<file path="config.mk">
export PLATFORM = sky130hd
export DESIGN_NAME = popcount_arbiter_flat
export DESIGN_NICKNAME = d
export VERILOG_FILES = /design/src/rtl/popcount_arbiter_if.sv /design/src/rtl/popcount_arbiter.sv /design/src/flat_wrapper.sv
export SDC_FILE = /design/constraint.sdc
export NUM_CORES = 1
export LEC_CHECK = 0
export ABC_AREA = 1
export CAP_MARGIN = 20
export CORE_AREA = 2 2 124 126
export DETAILED_ROUTE_END_ITERATION = 10
export DIE_AREA = 0 0 126 128
export PLACE_DENSITY = 0.63
export SLEW_MARGIN = 20
export SYNTH_ARGS = -nofsm -noshare
export SYNTH_HDL_FRONTEND = slang
export SYNTH_SLANG_ARGS = --single-unit
</file>
<file path="constraint.sdc">
create_clock -name clk -period 3.3 [get_ports clk]
set_input_delay 0.33 -clock clk [delete_from_list [all_inputs] [get_ports clk]]
set_output_delay 0.33 -clock clk [all_outputs]
set_load 0.03 [all_outputs]
</file>
<file path="src/rtl/popcount_arbiter_if.sv">
// Request/result bundle between requesters and the popcount arbiter.
// The requester side is the master; the arbiter is the slave.
interface popcount_arbiter_if #(
   parameter int NREQ = 4,
   parameter int DW   = 32
);
   logic [NREQ-1:0]         req;
   logic [NREQ*DW-1:0]      data_i;
   logic [NREQ-1:0]         gnt;
   logic                    busy;
   logic                    res_valid;
   logic [$clog2(NREQ)-1:0] res_id;
   logic [$clog2(DW):0]     res_count;
   logic                    res_nonzero;
   logic                    res_ack;

   modport master (
      output req, data_i, res_ack,
      input  gnt, busy, res_valid, res_id, res_count, res_nonzero
   );

   modport slave (
      input  req, data_i, res_ack,
      output gnt, busy, res_valid, res_id, res_count, res_nonzero
   );
endinterface

</file>
<file path="src/rtl/popcount_arbiter.sv">
// Round-robin arbiter that popcounts the winner's word 8 bits per cycle; grant to res_valid is 4 cycles.
// The result is held until res_ack; no new grant is issued until the FSM is back in IDLE.
module popcount_arbiter #(
   parameter int NREQ = 4,
   parameter int DW   = 32
) (
   input  logic              clk,
   input  logic              rst,
   popcount_arbiter_if.slave bus
);
   localparam int IW     = $clog2(NREQ);
   localparam int CW     = $clog2(DW) + 1;
   localparam int NCHUNK = DW / 8;
   localparam int CHW    = $clog2(NCHUNK);
   localparam logic [CHW-1:0] LAST_CHUNK = CHW'(NCHUNK - 1);

   localparam logic [1:0] IDLE  = 2'd0;
   localparam logic [1:0] COUNT = 2'd1;
   localparam logic [1:0] DONE  = 2'd2;

   logic [1:0]      state;
   logic [IW-1:0]   ptr;
   logic [IW-1:0]   win_id;
   logic [IW-1:0]   pick_id;
   logic [IW-1:0]   cand;
   logic            pick_vld;
   logic [DW-1:0]   pick_dat;
   logic [NREQ-1:0] gnt_q;
   logic [DW-1:0]   sreg;
   logic [CW-1:0]   acc;
   logic [CHW-1:0]  chunk;

   function automatic logic [3:0] pop8(input logic [7:0] b);
      logic [3:0] s;
      s = '0;
      for (int i = 0; i < 8; i++) s = s + {3'b000, b[i]};
      return s;
   endfunction

   // Search starts one past the last served requester and wraps back to it.
   always_comb begin
      pick_vld = 1'b0;
      pick_id  = '0;
      cand     = '0;
      for (int i = 1; i <= NREQ; i++) begin
         cand = ptr + IW'(i);
         if (!pick_vld && bus.req[cand]) begin
            pick_vld = 1'b1;
            pick_id  = cand;
         end
      end
      pick_dat = bus.data_i[32'(pick_id) * DW +: DW];
   end

   always_ff @(posedge clk or negedge rst) begin
      if (!rst) begin
         state  <= IDLE;
         ptr    <= IW'(NREQ - 1);
         win_id <= '0;
         gnt_q  <= '0;
         sreg   <= '0;
         acc    <= '0;
         chunk  <= '0;
      end else begin
         gnt_q <= '0;
         case (state)
            IDLE: begin
               if (pick_vld) begin
                  sreg   <= pick_dat;
                  acc    <= '0;
                  chunk  <= '0;
                  win_id <= pick_id;
                  gnt_q  <= NREQ'(1) << pick_id;
                  state  <= COUNT;
               end
            end
            COUNT: begin
               acc   <= acc + CW'(pop8(sreg[7:0]));
               sreg  <= sreg >> 8;
               chunk <= chunk + CHW'(1);
               if (chunk == LAST_CHUNK) state <= DONE;
            end
            DONE: begin
               if (bus.res_ack) begin
                  ptr   <= win_id;
                  state <= IDLE;
               end
            end
            default: state <= IDLE;
         endcase
      end
   end

   // Result fields are masked outside DONE so stale state never leaks out.
   assign bus.gnt         = gnt_q;
   assign bus.busy        = (state != IDLE);
   assign bus.res_valid   = (state == DONE);
   assign bus.res_id      = (state == DONE) ? win_id : '0;
   assign bus.res_count   = (state == DONE) ? acc : '0;
   assign bus.res_nonzero = (state == DONE) && (acc != '0);
endmodule

</file>
<file path="src/flat_wrapper.sv">
// flat-port wrapper written by rule: the top's interface ports become plain ports
module popcount_arbiter_flat 
#(
   parameter int NREQ = 4,
   parameter int DW   = 32
)
  (clk, rst, bus_req, bus_data_i, bus_res_ack, bus_gnt, bus_busy, bus_res_valid, bus_res_id, bus_res_count, bus_res_nonzero);
  popcount_arbiter_if #(.NREQ(NREQ), .DW(DW)) bus_i ();
  input  logic clk;
  input  logic rst;
  input wire logic [$bits(bus_i.req)-1:0] bus_req;
  input wire logic [$bits(bus_i.data_i)-1:0] bus_data_i;
  input wire logic [$bits(bus_i.res_ack)-1:0] bus_res_ack;
  output wire logic [$bits(bus_i.gnt)-1:0] bus_gnt;
  output wire logic [$bits(bus_i.busy)-1:0] bus_busy;
  output wire logic [$bits(bus_i.res_valid)-1:0] bus_res_valid;
  output wire logic [$bits(bus_i.res_id)-1:0] bus_res_id;
  output wire logic [$bits(bus_i.res_count)-1:0] bus_res_count;
  output wire logic [$bits(bus_i.res_nonzero)-1:0] bus_res_nonzero;
  assign bus_i.req = bus_req;
  assign bus_i.data_i = bus_data_i;
  assign bus_i.res_ack = bus_res_ack;
  assign bus_gnt = bus_i.gnt;
  assign bus_busy = bus_i.busy;
  assign bus_res_valid = bus_i.res_valid;
  assign bus_res_id = bus_i.res_id;
  assign bus_res_count = bus_i.res_count;
  assign bus_res_nonzero = bus_i.res_nonzero;
  popcount_arbiter #(.NREQ(NREQ), .DW(DW)) u_core (.clk(clk), .rst(rst), .bus(bus_i));
endmodule
</file>
==> results.md <==
- Status: finished, violations left
- Failing checks: setup timing
- Root buffer cell: clkbuf_16
- # DRC: 0
- Critical path arrival: 3740 ps
- Worst rel slew slack: between 40 and 50%
- Antenna violations before repair: 0
- Final nets: slightly below 1k
- Area Overhead vs Synth: 41.4%
- CP endpoint kind: flip-flop
- Placed Cells incl. Taps: 1018
- Synth warn: 0
- RD Place Congestion: roughly 0.83
- Pin count of the biggest net entering global routing: 66
- CTS max path bufs: 2
- Pwr Density: 1240 nW/um^2
- Kind of critical path: flip-flop to flip-flop
- Yosys reg bits: 50
- Worst-margin pin slew: about 800 ps
- Layout cell share with drive strength beyond 1: 6.41%
- Clk sink count: 50
- Starting Density: around 29%
- Crit path max-delay family: adder cells
- Top Usage Layer GRT: met2
- Leak: about 3.3 nW
- Die Span X: about 130 microns
- Most common flop cell mapped by yosys: dfrtp_1
- Iteration-0 DRC Markers: 290
- Pins Over Slew Limit: 0
- I/O Buffers: approximately 150
- Synthesized area: ~4300 sq um
- Post-synthesis sequential area ratio: roughly 29%
- Final core utilization: about two fifths
- Boundary pin count: 150
- Average cell area after synthesis: between 6 and 7 sq um
- Final hold violation count: 0
- Antenna-violating nets left: 0
- Worst min path class: primary input to async pin
- First-pass GRT wire length: 21.1 mm
- Min Tclk post-route: roughly 3600 ps
- Finished Layout Cells: 1030
- Asr flop ratio synth: 100%
- Peak Freq: between 0.2 and 0.3 GHz
- Clock skew: 7.32 ps
- Critical path data required time: between 3000 and 4000 ps
- Cell repeated most along the worst path: fa_1
- Vias: around 4.6k
- Max_cap viols: 0
- Vias per cell: around 4.4
- Netlist cell types: 30
- Met2 GRT Util: around a quarter
- DR pass1 iterations: 4
- Synth area leaders: dfrtp_1 28%, nand2_1 18%, nand3_1 17%
- Core area: 14900 sq um
- Post-synth EDFFs: 0
- Crit path setup slack, layout: -271 ps
- Top cell type's share of synthesized area: ~28%
- CP bufs+invs: 2
- Overflow left after global routing: 0
- Row count: between 40 and 50
- Vias in the first global route: 4379
- # setup viols final: 5
- Routing usage on met1: between 20% and 30%
- Syn Nets: 856
- Unrepaired setup endpoints after global routing: yes
- Commonest cells in the netlist: 207 x nand2_1, 168 x inv_1, 146 x nand3_1
- Die Height: between 100 and 150 microns
- Crit-path max FO: 2
- GRT Util Overall: between 10% and 20%
- Count leader, synth: nand2_1
- CTS tree: yes
- Clock-pin slew on the worst setup and hold paths: ~70 ps
- Worst-Skew Late Latency: ~290 ps
- WL/cell: about 12 microns
- Setup crit start kind: flip-flop
- Cts bufs inserted: 5
- VDD IR-drop max: ~770 uV
- Overall routed net length: 12.7 mm
- Hpwl dp: slightly below 10 mm
- Largest area contributor in the netlist: dfrtp_1
- Crit path max-delay cell type: fa_1
- Crit share post-route: 108%
- Die area: about 16000 sq um
- Synth Instances: around 710
- Antenna cells: 0
- Critical Path Max Stage Delay: 490 ps
- H-Tree Depth: 2
- M3 GR Usage: under 10%
- Critical path cell sequence: ha_1, inv_1, fa_1, fa_1, fa_2, fa_1, buf_4, fa_2, nor2_2, o21ai_1, nand2_1, nand2_1, nand3_1, o21ai_1
worst reg2reg max path: stages, from the launching register on:
cell and delay, ps:
dfrtp_1 390, ha_1 290, inv_1 50, fa_1 490, fa_1 440, fa_2 370, fa_1 460, buf_4 160
fa_2 360, nor2_2 120, o21ai_1 70, nand2_1 60, nand2_1 60, nand3_1 90, o21ai_1 60
routing by layer:
metal,share of wire [%],up-vias
met5,0,-
met4,1.4,0
met3,5.1,12
met2,48,99
met1,45,2024
li1,-,2423
path summary, 6_finish.rpt:
path,from,endpoint,slack [ps],cells past startpoint
hold / removal,rst,u_core.sreg[29]$_DFFE_PN0P_,130,1
max in group asynchronous,rst,u_core.ptr[0]$_DFFE_PN1P_,2400,2
setup / recovery,u_core.sreg[0]$_DFFE_PN0P_,u_core.acc[4]$_DFFE_PN0P_,-270,14
min in group clk,u_core.chunk[0]$_DFFE_PN0P_,u_core.chunk[0]$_DFFE_PN0P_,490,1
setup reg to reg,u_core.sreg[0]$_DFFE_PN0P_,u_core.acc[4]$_DFFE_PN0P_,-270,14
hold reg to reg,u_core.chunk[0]$_DFFE_PN0P_,u_core.chunk[0]$_DFFE_PN0P_,490,1
through the flow:
step                      worst slack (ps)  cell area [sq um]  setup TNS (ps)  power, mW  hold WS, ps
after floorplan                      -87.4               4340            -107       5.48         34.4
after global placement                -235               5900            -492       6.63          464
after detailed placement              -316               5900            -729       6.73          454
after CTS                             -245               6120            -857       7.67          144
after global routing                  -417               6120           -1590       8.56          192
final                                 -271               6120            -902       7.61          128
state kept, by name, summed over array words and instances, names as in the netlist:
name	flops
u_core.chunk	2
u_core.win_id	2
u_core.sreg	32
u_core.ptr	2
u_core.acc	6
u_core.bus.gnt	4
u_core.state	2
power breakdown:
| group | internal [mW] | total, mW | switching (mW) |
|---|---|---|---|
| registers | 0.943 | 1.08 | 0.142 |
| clock network | 0.359 | 0.588 | 0.229 |
| logic | 2.23 | 5.93 | 3.70 |
| total | 3.53 | 7.61 | 4.08 |
layout make-up:
| class | count | area (sq um) |
|---|---|---|
| Fill cell | 1640 | 8740 |
| Multi-Input combinational cell | 448 | 2210 |
| Timing Repair Buffer | 163 | 1600 |
| Sequential cell | 50 | 1250 |
| Inverter | 173 | 652 |
| Tap cell | 188 | 235 |
| Clock buffer | 5 | 125 |
| Clock inverter | 3 | 43.8 |
repair_timing:
action,CTS,global route
endpoints found under the hold margin,0,0
gates resized for setup,7,1
hold buffers,0,0
endpoints found under the setup margin,3,5
pin swaps,5,1
cloned,0,0
buffers inserted,4,0
kinds of logic after synthesis:
| kind of cell | synth area share [%] |
|---|---|
| flip-flops | 29.0 |
| buffers and inverters | 20.9 |
| AND/OR/NAND/NOR | 39.3 |
| AO/OA/AOI/OAI | 6.10 |
| adder cells (fa/ha/maj) | 4.62 |
| XOR/XNOR | 0.202 |
cells in the final DEF, fill, tap and decap left out, drive strengths merged, types with 2 or more instances in the layout:
| master | instances |
|---|---|
| o22ai | 17 |
| clkdlybuf4s50 | 148 |
| dfstp | 2 |
| buf | 15 |
| clkinv | 2 |
| nand2 | 217 |
| nand3 | 147 |
| nor2 | 21 |
| inv | 173 |
| o21ai | 22 |
| nand4 | 2 |
| ha | 8 |
| dfrtp | 48 |
| clkbuf | 5 |
| fa | 5 |
| a21oi | 4 |
Power figures use the tool's default switching activity.
